==> src/rtl/valid_ctrl_pkg.sv <==
// Shared encodings for the valid-array controller: FSM states and arbiter grant sources.
package valid_ctrl_pkg;

  typedef enum logic [1:0] {
    ST_INIT  = 2'd0,
    ST_RUN   = 2'd1,
    ST_FLUSH = 2'd2
  } state_e;

  typedef enum logic [1:0] {
    GNT_NONE   = 2'd0,
    GNT_INV    = 2'd1,
    GNT_FILL   = 2'd2,
    GNT_LOOKUP = 2'd3
  } grant_e;

endpackage

==> src/rtl/valid_array_sweep_counter.sv <==
// Set pointer for the clear-all sweep: advances when enabled, wraps after the last set.
module valid_array_sweep_counter #(
  parameter int unsigned NUMBER_SETS           = 64,
  parameter int unsigned SET_PTR_WIDTH_IN_BITS = $clog2(NUMBER_SETS)
) (
  input  logic                             i_clk,
  input  logic                             i_rst_n,
  input  logic                             i_en,
  output logic [SET_PTR_WIDTH_IN_BITS-1:0] o_set,
  output logic                             o_last
);

  localparam int unsigned SW = SET_PTR_WIDTH_IN_BITS;
  localparam logic [SW-1:0] LAST_SET = SW'(NUMBER_SETS - 1);

  logic [SW-1:0] r_set;

  always_ff @(posedge i_clk or negedge i_rst_n) begin
    if (!i_rst_n) begin
      r_set <= '0;
    end else if (i_en) begin
      r_set <= (r_set == LAST_SET) ? '0 : r_set + SW'(1);
    end
  end

  assign o_set  = r_set;
  assign o_last = i_en && (r_set == LAST_SET);

endmodule

==> src/rtl/valid_array_ctrl.sv <==
// Sweep sequencer and invalidate > fill > lookup arbiter for a per-set valid-bit array.
module valid_array_ctrl
  import valid_ctrl_pkg::*;
#(
  parameter int unsigned NUMBER_SETS           = 64,
  parameter int unsigned NUMBER_WAYS           = 16,
  parameter int unsigned SET_PTR_WIDTH_IN_BITS = $clog2(NUMBER_SETS)
) (
  input  logic                             clk_in,
  input  logic                             reset_in,
  input  logic                             flush_req_in,
  output logic                             flush_done_out,
  output logic                             init_busy_out,
  input  logic                             inv_valid_in,
  input  logic [SET_PTR_WIDTH_IN_BITS-1:0] inv_set_in,
  input  logic [NUMBER_WAYS-1:0]           inv_way_in,
  output logic                             inv_ready_out,
  input  logic                             fill_valid_in,
  input  logic [SET_PTR_WIDTH_IN_BITS-1:0] fill_set_in,
  input  logic [NUMBER_WAYS-1:0]           fill_way_in,
  output logic                             fill_ready_out,
  input  logic                             lookup_valid_in,
  input  logic [SET_PTR_WIDTH_IN_BITS-1:0] lookup_set_in,
  output logic                             lookup_ready_out,
  output logic                             lookup_resp_valid_out,
  output logic [NUMBER_WAYS-1:0]           lookup_resp_bits_out,
  output logic                             array_access_en_out,
  output logic                             array_write_en_out,
  output logic [SET_PTR_WIDTH_IN_BITS-1:0] array_set_addr_out,
  output logic [NUMBER_WAYS-1:0]           array_way_select_out,
  output logic [NUMBER_WAYS-1:0]           array_write_bits_out,
  input  logic [NUMBER_WAYS-1:0]           array_read_bits_in
);

  localparam int unsigned SW = SET_PTR_WIDTH_IN_BITS;

  state_e        r_state;
  state_e        w_state_next;
  grant_e        w_grant;
  logic          w_sweep_en;
  logic          w_sweep_last;
  logic [SW-1:0] w_sweep_set;
  logic          r_resp_valid;

  valid_array_sweep_counter #(
    .NUMBER_SETS          (NUMBER_SETS),
    .SET_PTR_WIDTH_IN_BITS(SW)
  ) u_sweep_counter (
    .i_clk  (clk_in),
    .i_rst_n(reset_in),
    .i_en   (w_sweep_en),
    .o_set  (w_sweep_set),
    .o_last (w_sweep_last)
  );

  always_ff @(posedge clk_in or negedge reset_in) begin
    if (!reset_in) begin
      r_state <= ST_INIT;
    end else begin
      r_state <= w_state_next;
    end
  end

  // Flush requests seen while sweeping are absorbed: only RUN looks at them.
  always_comb begin
    w_state_next = r_state;
    case (r_state)
      ST_INIT, ST_FLUSH: if (w_sweep_last) w_state_next = ST_RUN;
      ST_RUN:            if (flush_req_in) w_state_next = ST_FLUSH;
      default:           w_state_next = ST_INIT;
    endcase
  end

  // Sweep strobes are gated by reset so the array sees nothing while reset is held.
  always_comb begin
    w_grant              = GNT_NONE;
    w_sweep_en           = 1'b0;
    flush_done_out       = 1'b0;
    init_busy_out        = (r_state != ST_RUN);
    inv_ready_out        = 1'b0;
    fill_ready_out       = 1'b0;
    lookup_ready_out     = 1'b0;
    array_access_en_out  = 1'b0;
    array_write_en_out   = 1'b0;
    array_set_addr_out   = '0;
    array_way_select_out = '0;
    array_write_bits_out = '0;
    case (r_state)
      ST_INIT, ST_FLUSH: begin
        w_sweep_en           = reset_in;
        flush_done_out       = w_sweep_last;
        array_access_en_out  = reset_in;
        array_write_en_out   = reset_in;
        array_set_addr_out   = w_sweep_set;
        array_way_select_out = '1;
      end
      ST_RUN: begin
        if (!flush_req_in) begin
          if (inv_valid_in) begin
            w_grant              = GNT_INV;
            inv_ready_out        = 1'b1;
            array_access_en_out  = 1'b1;
            array_write_en_out   = 1'b1;
            array_set_addr_out   = inv_set_in;
            array_way_select_out = inv_way_in;
          end else if (fill_valid_in) begin
            w_grant              = GNT_FILL;
            fill_ready_out       = 1'b1;
            array_access_en_out  = 1'b1;
            array_write_en_out   = 1'b1;
            array_set_addr_out   = fill_set_in;
            array_way_select_out = fill_way_in;
            array_write_bits_out = '1;
          end else if (lookup_valid_in) begin
            w_grant             = GNT_LOOKUP;
            lookup_ready_out    = 1'b1;
            array_access_en_out = 1'b1;
            array_set_addr_out  = lookup_set_in;
          end
        end
      end
      default: ;
    endcase
  end

  // Response tracks the grant independently of state, so a flush cannot cancel it.
  always_ff @(posedge clk_in or negedge reset_in) begin
    if (!reset_in) begin
      r_resp_valid <= 1'b0;
    end else begin
      r_resp_valid <= (w_grant == GNT_LOOKUP);
    end
  end

  assign lookup_resp_valid_out = r_resp_valid;
  assign lookup_resp_bits_out  = r_resp_valid ? array_read_bits_in : '0;

endmodule

==> config.mk <==
export PLATFORM = sky130hd
export DESIGN_NAME = valid_array_ctrl
export DESIGN_NICKNAME = d
export VERILOG_FILES = /design/src/rtl/valid_ctrl_pkg.sv /design/src/rtl/valid_array_sweep_counter.sv /design/src/rtl/valid_array_ctrl.sv
export SDC_FILE = /design/constraint.sdc
export NUM_CORES = 1
export LEC_CHECK = 0
export BUFFER_PORTS_ARGS = -buffer_cell sky130_fd_sc_hd__buf_2
export CAP_MARGIN = 20
export CORE_MARGIN = 2
export CORE_UTILIZATION = 34
export CTS_BUF_LIST = sky130_fd_sc_hd__clkbuf_16
export CTS_CLUSTER_SIZE = 28
export DETAILED_ROUTE_END_ITERATION = 8
export PLACE_DENSITY_LB_ADDON = 0.08
export RECOVER_POWER = 100
export SLEW_MARGIN = 15
export SYNTH_ARGS = -nofsm -noshare
export SYNTH_HDL_FRONTEND = slang
export SYNTH_SLANG_ARGS = --single-unit
==> constraint.sdc <==
create_clock -name clk_in -period 1.9 [get_ports clk_in]
set_input_delay 0.095 -clock clk_in [delete_from_list [all_inputs] [get_ports clk_in]]
set_output_delay 0.095 -clock clk_in [all_outputs]
set_load 0.02 [all_outputs]
; Word level (Yosys, flattened, before mapping)
; Cells that the tools add are included.
[classes]
n_addsub = 1
eq_ne = 7
mux = 44
reduce_logical = 4
[ops]
columns = op, n
row1 = 2-to-1 mux 16 bit, 8
row2 = one-hot mux 16 bit (2 select lines), 1
row3 = 2-to-1 mux 6 bit, 5
row4 = 2-to-1 mux 1 bit, 19
row5 = 2-to-1 mux 2 bit, 7
row6 = one-hot mux 6 bit (2 select lines), 1
row7 = "adder 6 x 1 -> 6 bit, second input constant", 1
row8 = "== test 6 bit, second input constant", 1
row9 = "== test 2 bit, second input constant", 2
row10 = "!= test 2 bit, second input constant", 2
row11 = one-hot mux 1 bit (2 select lines), 2
row12 = one-hot mux 2 bit (2 select lines), 1
row13 = "== test 2 x 1 -> 1 bit, second input constant", 1
row14 = logical NOT 2 bit, 1
row15 = "!= test 2 x 1 -> 1 bit, second input constant", 1
row16 = AND reduction 2 bit, 1
row17 = OR reduction 2 bit, 1
row18 = logical AND 1 bit, 1
[word_totals]
ff_bits = 9
input_bits = 72
output_inout_bits = 62
wordCells = 59

; Depth between registers and ports, before layout
; Gate-level depths: netlist of run 1.
[depth]
depth_word = 6
ltp_mapped = 6
mapped_depth_nobuf = 4

; By module
; Synthesis of run 1 repeated with hierarchy kept, for this count alone.
[unflattened]
hier_cells = 125
area_unflattened_um2 = 1132.3
[by_module_without_submodules]
columns = module, n_inst, cells_per_inst, area_each_um2, seq_area_each_um2
row1 = valid_array_ctrl, 1, 101, 855.8, 75.1
row2 = valid_array_sweep_counter, 1, 24, 276.5, 150.1

; Worst setup path before layout of run 1
; No wires, ideal clock.
[synth_path]
path_kind = register to output
startpoint = register r_state[1]
endpoint = output array_write_bits_out[0]
arrival_ps = 1691
t_required_ps = 1805
setup_slack_ps = 114
stages_incl_launch_ff = 5
path_buffers = 2
cell_sequence = dfrtp_1 nor3b_4 buf_2 and2_1 buf_4
[synth_between]
elab_chain_cells = 2
[synth_lines]
columns = element, line_no
row1 = "start, declared", valid_array_ctrl.sv:37  ; state_e r_state;
row2 = "start signal, assigned", valid_array_ctrl.sv:60  ; r_state <= w_state_next;
row3 = == test 2 x 1 -> 1 bit, valid_array_ctrl.sv:88  ; case (r_state)
row4 = 2-to-1 mux 16 bit, valid_array_ctrl.sv:88
row5 = "end, declared", valid_array_ctrl.sv:31  ; output logic [NUMBER_WAYS-1:0] array_write_bits_out,
; Every way passes these cells.

; Worst setup path in the final report of run 1
[layout_path]
startpoint = register r_state[1]
endpoint = output array_write_bits_out[10]
; The elaborated chain is that of the path after synthesis.

==> impl_metrics.json, run 1 <==
{
  "run_status": "finished clean",
  "port_buffers": 133,
  "antenna_cells": 0,
  "ys_seq_area_frac": 0.195,
  "hpwl_um": 3030,
  "syn-cell-area_mm2": 0.00115,
  "core_area_mm2": 0.00331,
  "synth-edff-count": 0,
  "synth.top_cell.area_share": 0.195,
  "crit_fanout": 17,
  "first_pass_iters": 4,
  "hold_path.class": "input pin to register",
  "post-route-period-util": 0.942,
  "antenna_violating_nets_post_route": 0,
  "p_comb_frac": 0.353,
  "tns_ns": 0,
  "fin_crit_ns": 1.79,
  "sequential_share_of_power": 0.300,
  "grt_use_total": 0.184,
  "final.hold.worst_slack_ns": 0.158,
  "power.share.switching": 0.334,
  "gpl_congestion": 0.818,
  "report.final.setup_viol": 0,
  "syn-num-nets": 219,
  "clock_tree.htree_level_count": 1,
  "grt_setup_unrepaired": "false",
  "final_hold_viols": 0,
  "rows": 21,
  "timing.reg2reg.worst_path_depth": 4,
  "vias_per_cell": 4.69,
  "clock_power_share": 0.347,
  "crit_type": "register to output pin",
  "endpoint_kind": "output pin",
  "synth.lib_cells_used.distinct": 35,
  "drt_iter0_markers": 86,
  "clock_insertion_delay_worst_skew_ns": 0.24,
  "ys_top_cells_by_count": "sky130_fd_sc_hd__nand2_1 (23), sky130_fd_sc_hd__buf_4 (20), sky130_fd_sc_hd__and2_1 (17)",
  "cp-start-kind": "register",
  "tritoncts_num_sinks": 9,
  "synth_most_common_cell": "sky130_fd_sc_hd__nand2_1",
  "floorplan.die_area_mm2": 0.00388,
  "grt_first_pass_wirelength_um": 5910,
  "critPathArrivalTime_ns": 1.70,
  "max-slew-margin-rel": 0.692,
  "die_width_um": 62.3,
  "timing.fmax_mhz": 559,
  "routed_wirelength_um": 3780,
  "synth.yosys.warnings": 0,
  "floorplan.die.height_um": 62.3,
  "synthFlopType": "sky130_fd_sc_hd__dfrtp_1",
  "grt_pass1_vias": 1249,
  "power_leakage_uw": 0.000927,
  "report.final.slew_viol_count": 0,
  "cp_data_required_time_ns": 1.80,
  "ys_async_sr_fraction": 1.00,
  "timing.hold.worst_path_depth": 3,
  "clkTransAtPathRegs_ns": 0.04,
  "switching_power_uw": 354,
  "multi_input_gate_area_um2": 721,
  "worst_pin_slew_ns": 0.462,
  "pin_count_of_the_biggest_net_entering_global_routing": 29,
  "residual_drc": 0,
  "seqCellArea_um2": 225,
  "number_of_antenna_violations_at_the_first_check_in_global_routing": 0,
  "detail_route.wl_per_cell_um": 12.4,
  "syn_to_final_growth_pct": 53.6,
  "tritoncts": "done",
  "cts_made_buffers": 3,
  "clock_skew_ns": 0.000309,
  "postSynthRegisterBits": 9,
  "cell_internal_pwr_uw": 704,
  "post_synth_main_area_contributors": "sky130_fd_sc_hd__dfrtp_1 (20%), sky130_fd_sc_hd__buf_4 (13%), sky130_fd_sc_hd__a32oi_1 (12%)",
  "global_route.overflow_total": 0,
  "power_per_cell_area_mw_per_mm2": 596,
  "cts_buffer_depth": 2,
  "max_cap_viols": 0,
  "final_layout_size_suffix_gt1_frac": 0.500,
  "post_synth_inst_count": 146,
  "vdd_drop_max_mv": 0.471,
  "avgSynthCellArea_um2": 7.91,
  "fin_nets": 332,
  "postCtsSetupBuffers": 0,
  "dr_total_vias": 1427,
  "n_fill_cell": 359,
  "initial_util": 0.349,
  "synthDominantAreaCellType": "sky130_fd_sc_hd__dfrtp_1",
  "io_pins": 134,
  "clock-root-buffer": "sky130_fd_sc_hd__clkbuf_16"
}
-- worst paths after layout --
path | to | from | slack, ns
worst max register to register | r_state[0] | r_state[0] | 0.42
worst min register to register | u_sweep_counter.o_set[4] | u_sweep_counter.o_set[4] | 0.55
worst min-delay path | r_state[1] | flush_req_in | 0.16
worst max-delay path | array_write_bits_out[10] | r_state[1] | 0.11
max in group asynchronous | r_state[0] | reset_in | 1.44
min in group asynchronous | u_sweep_counter.o_set[2] | reset_in | 0.26
-- area by class of cell --
class,count,share of cell area
clock buffer,3,0.0423
clock inverter,1,0.00212
inverter,2,0.00423
multi-input combinational,105,0.406
sequential,9,0.127
tap,46,0.0324
timing repair buffer,138,0.386
-- layer usage --
| metal | vias to the layer above | routed length, µm | global-route usage | share of wire |
|---|---|---|---|---|
| li1 | 739 | - | - | - |
| met1 | 621 | 1590 | 0.232 | 0.42 |
| met2 | 63 | 1910 | 0.322 | 0.51 |
| met3 | 4 | 231 | 0.0290 | 0.061 |
| met4 | 0 | 36 | 0.0583 | 0.0095 |
| met5 | - | 0 | 0 | 0 |
-- registers in the layout (all words and copies together), names as in the netlist --
name and cells:
lookup_resp_valid_out 1, u_sweep_counter.o_set 6, r_state 2
-- cell usage in the layout (no fill, tap or decap) --
cell type and instances:
sky130_fd_sc_hd__nand4b_1 1, sky130_fd_sc_hd__nand2_1 23, sky130_fd_sc_hd__and2_1 11, sky130_fd_sc_hd__mux2_2 1, sky130_fd_sc_hd__mux2i_1 2, sky130_fd_sc_hd__nand2b_1 3, sky130_fd_sc_hd__nor2b_2 1, sky130_fd_sc_hd__and4bb_1 1
sky130_fd_sc_hd__o22ai_1 1, sky130_fd_sc_hd__dlygate4sd3_1 1, sky130_fd_sc_hd__and2_0 6, sky130_fd_sc_hd__nor3b_4 1, sky130_fd_sc_hd__clkbuf_1 17, sky130_fd_sc_hd__buf_4 4, sky130_fd_sc_hd__nand4_1 1, sky130_fd_sc_hd__nor3b_1 1
sky130_fd_sc_hd__clkbuf_2 35, sky130_fd_sc_hd__a31oi_1 1, sky130_fd_sc_hd__buf_2 81, sky130_fd_sc_hd__and3_2 1, sky130_fd_sc_hd__inv_1 3, sky130_fd_sc_hd__nor3_1 2, sky130_fd_sc_hd__nand3_1 1, sky130_fd_sc_hd__clkbuf_16 3
sky130_fd_sc_hd__a22o_1 5, sky130_fd_sc_hd__ha_1 1, sky130_fd_sc_hd__o31ai_1 2, sky130_fd_sc_hd__o21ai_0 2, sky130_fd_sc_hd__and3_1 1, sky130_fd_sc_hd__nor2_1 4, sky130_fd_sc_hd__nor2b_1 6, sky130_fd_sc_hd__nor3_4 1
sky130_fd_sc_hd__a32oi_1 16, sky130_fd_sc_hd__or2_2 1, sky130_fd_sc_hd__a221o_1 6, sky130_fd_sc_hd__xor2_1 2, sky130_fd_sc_hd__dfrtp_1 9
-- metrics by stage --
stage	total power [µW]	std cells	util	instance area [µm²]	setup slack [ns]
2_1_floorplan	545	146	-	1150	0.114
3_3_place_gp	698	299	0.515	1710	0.351
3_5_place_dp	697	299	0.515	1710	0.347
4_1_cts	1070	304	0.542	1790	0.0933
5_1_grt	1130	304	0.536	1770	0.00888
6_report	1060	304	0.536	1770	0.110
-- power by group through the flow --
| stage | logic (µW) | clock network, µW | registers (µW) |
|---|---|---|---|
| 5_1_grt | 413 | 386 | 326 |
| 2_1_floorplan | 264 | 0 | 282 |
| 3_5_place_dp | 379 | 0 | 318 |
| 6_report | 374 | 367 | 317 |
| 3_3_place_gp | 379 | 0 | 319 |
| 4_1_cts | 383 | 373 | 316 |
-- repair_timing --
action	in CTS	in global routing
endpoints found under the hold margin	9	0
setup endpoints to repair	0	1
hold buffers	1	0
gates resized for setup	0	1
-- cell families (layout without fill, tap and decap cells) --
kind of cell | count (synthesis) | after routing | synth area share
AND/OR/NAND/NOR | 66 | 66 | 0.326
AO/OA/AOI/OAI | 33 | 33 | 0.244
buffers and inverters | 32 | 144 | 0.182
flip-flops | 9 | 9 | 0.195
multiplexers | 3 | 3 | 0.0271
XOR/XNOR | 2 | 2 | 0.0152
adder cells (fa/ha/maj) | 1 | 1 | 0.0108
-- critical path: stages (launching register included) --
cell and delay (ns):
sky130_fd_sc_hd__dfrtp_1 0.42, sky130_fd_sc_hd__nor3b_4 0.31, sky130_fd_sc_hd__and2_1 0.47, sky130_fd_sc_hd__clkbuf_2 0.26
Power figures use the tool's default switching activity.
==> run 2, diff against run 1 <==
--- a/config.mk
+++ b/config.mk
@@ -5,10 +5,11 @@
 export SDC_FILE = /design/constraint.sdc
 export NUM_CORES = 1
 export LEC_CHECK = 0
+export ABC_AREA = 1
 export BUFFER_PORTS_ARGS = -buffer_cell sky130_fd_sc_hd__buf_2
 export CAP_MARGIN = 20
 export CORE_MARGIN = 2
-export CORE_UTILIZATION = 34
+export CORE_UTILIZATION = 35
 export CTS_BUF_LIST = sky130_fd_sc_hd__clkbuf_16
 export CTS_CLUSTER_SIZE = 28
 export DETAILED_ROUTE_END_ITERATION = 8
==> run 2 against run 1 <==
Against the previous run: clock power shrank 1%; die area grew 2.8%; largest cell class unchanged; register-to-register slack gained 0.15 ns; clock skew grew 0.0021 ns; clock-buffer cell count is the same; critical path type unchanged.
==> impl_metrics.json, run 2 <==
{
  "run_status": "finished clean",
  "post-route-period-util": 0.909,
  "number_of_antenna_violations_at_the_first_check_in_global_routing": 0,
  "avgSynthCellArea_um2": 5.98,
  "grt_setup_unrepaired": "false",
  "tns_ns": 0,
  "final_hold_viols": 0,
  "synthDominantAreaCellType": "sky130_fd_sc_hd__nand2_1",
  "vdd_drop_max_mv": 0.402,
  "finalPower_uw": 1240,
  "fin_crit_ns": 1.73,
  "ys_top_cells_by_count": "sky130_fd_sc_hd__nand2_1 (80), sky130_fd_sc_hd__inv_1 (26), sky130_fd_sc_hd__nand3_1 (25)",
  "worstSetupEndpoint": "array_way_select_out[11]",
  "timing.reg2reg.worst_path_depth": 4,
  "endpoint_kind": "output pin",
  "fin_nets": 395,
  "hpwl_um": 3170,
  "report.final.setup_viol": 0,
  "report.final.slew_viol_count": 0,
  "timing.rr.start": "r_state[0]",
  "cp-start-kind": "register",
  "final_common_cell": "sky130_fd_sc_hd__nand2_1",
  "post_synth_main_area_contributors": "sky130_fd_sc_hd__nand2_1 (25%), sky130_fd_sc_hd__dfrtp_1 (18%), sky130_fd_sc_hd__buf_4 (11%)",
  "routed_wirelength_um": 3860,
  "ys_seq_area_frac": 0.184,
  "synth.yosys.warnings": 0,
  "vias_per_cell": 4.40,
  "syn-cell-area_mm2": 0.00122,
  "clock_tree.htree_level_count": 1,
  "final_layout_size_suffix_gt1_frac": 0.299,
  "gpl_congestion": 0.755,
  "global_route.overflow_total": 0,
  "antenna_violating_nets_post_route": 0,
  "residual_drc": 0,
  "syn_to_final_growth_pct": 46.9,
  "r2r_setup_slack_ns": 0.57,
  "largest_reg_flops": 6,
  "synth-edff-count": 0,
  "tritoncts_num_sinks": 9,
  "clock_insertion_delay_worst_skew_ns": 0.23,
  "drt_iter0_markers": 40,
  "r2r_end": "lookup_resp_valid_out",
  "pin_count_of_the_biggest_net_entering_global_routing": 34,
  "initial_util": 0.367,
  "postCtsSetupBuffers": 0,
  "max-slew-margin-rel": 0.674,
  "cts_made_buffers": 3,
  "power_leakage_uw": 0.000976,
  "ys_async_sr_fraction": 1.00,
  "port_buffers": 133,
  "max_cap_viols": 0,
  "final.hold.worst_slack_ns": 0.195,
  "crit_path_start": "r_state[0]",
  "tritoncts": "done",
  "power_per_cell_area_mw_per_mm2": 687,
  "grt_first_pass_wirelength_um": 6230,
  "synth.top_cell.area_share": 0.245,
  "floorplan.die_area_mm2": 0.00399,
  "hold_path.class": "input pin to register",
  "crit_fanout": 33,
  "layout_common_cells": "sky130_fd_sc_hd__nand2_1 (80), sky130_fd_sc_hd__buf_2 (79), sky130_fd_sc_hd__clkbuf_1 (54), sky130_fd_sc_hd__inv_1 (27), sky130_fd_sc_hd__nand3_1 (25)",
  "clock-root-buffer": "sky130_fd_sc_hd__clkbuf_16",
  "post_synth_inst_count": 205,
  "cts_buffer_depth": 2,
  "floorplan.die.height_um": 63.2,
  "clkTransAtPathRegs_ns": 0.04,
  "syn-num-nets": 278,
  "grt_pass1_vias": 1438,
  "dr_total_vias": 1613,
  "n_fill_cell": 379,
  "grt_use_total": 0.191,
  "synthFlopType": "sky130_fd_sc_hd__dfrtp_1",
  "critPathArrivalTime_ns": 1.63,
  "antenna_cells": 0,
  "clock_skew_ns": 0.00236,
  "postSynthRegisterBits": 9,
  "first_pass_iters": 4,
  "io_pins": 134,
  "detail_route.wl_per_cell_um": 10.5,
  "cp_data_required_time_ns": 1.80,
  "rows": 21,
  "worst_pin_slew_ns": 0.489,
  "die_width_um": 63.2,
  "timing.fmax_mhz": 579,
  "core_area_mm2": 0.00334,
  "crit_type": "register to output pin",
  "synth_most_common_cell": "sky130_fd_sc_hd__nand2_1",
  "synth.lib_cells_used.distinct": 22
}
-- run 2: report_power, final --
part           internal (µW)  switching [µW]  leakage, µW
sequential               261            79.6     0.000108
clock                    275            88.6    0.0000423
combinational            212             321     0.000825
total                    747             489     0.000976
-- run 2: kinds of logic after synthesis --
| group | share of synthesized area |
|---|---|
| AO/OA/AOI/OAI | 0.0572 |
| AND/OR/NAND/NOR | 0.487 |
| adder cells (fa/ha/maj) | 0.0102 |
| XOR/XNOR | 0.0143 |
| buffers and inverters | 0.247 |
| flip-flops | 0.184 |
-- run 2: per-layer routing --
metal,share of wire,routed length (µm),track usage
met1,0.44,1710,0.238
met2,0.45,1750,0.330
met3,0.094,363,0.0446
met4,0.0083,32,0.0500
met5,0,0,0
-- run 2: layout make-up --
type	count	area, µm²	area share
Multi-Input combinational cell	144	697	0.387
Timing Repair Buffer	137	631	0.350
Sequential cell	9	226	0.126
Inverter	27	109	0.0605
Clock buffer	3	75.1	0.0417
Tap cell	46	57.6	0.0320
Clock inverter	1	3.75	0.00209
-- run 2: through the flow --
step	cell area (µm²)	worst slack [ns]	utilization	instances
floorplan	1220	0.439	-	205
global placement	1780	0.433	0.532	362
detailed placement	1780	0.390	0.532	362
CTS	1870	0.133	0.559	367
global route	1800	0.0593	0.539	367
finish	1800	0.172	0.539	367
-- run 2: worst min path at each step --
stage | startpoint | to | slack (ns) | depth (start not counted)
3_5_place_dp | reset_in | u_sweep_counter.o_set[5] | -0.04 | 1
3_3_place_gp | reset_in | u_sweep_counter.o_set[4] | -0.03 | 1
4_1_cts | fill_valid_in | lookup_resp_valid_out | 0.19 | 2
2_1_floorplan | reset_in | lookup_resp_valid_out | -0.20 | 0
6_report | fill_valid_in | lookup_resp_valid_out | 0.19 | 2
5_1_grt | fill_valid_in | lookup_resp_valid_out | 0.21 | 2
-- run 2: repair_timing --
action | CTS | global route
setup endpoints to repair | 0 | 1
hold buffers | 1 | 0
endpoints found under the hold margin | 9 | 0
gates resized for setup | 0 | 1
-- run 2: critical path, stage by stage (launching register included) --
cell and delay, ns:
sky130_fd_sc_hd__dfrtp_2 0.46, sky130_fd_sc_hd__nand3_4 0.14, sky130_fd_sc_hd__nor2_4 0.09, sky130_fd_sc_hd__buf_4 0.28, sky130_fd_sc_hd__nand2_1 0.09, sky130_fd_sc_hd__nand3_1 0.10, sky130_fd_sc_hd__clkbuf_1 0.23
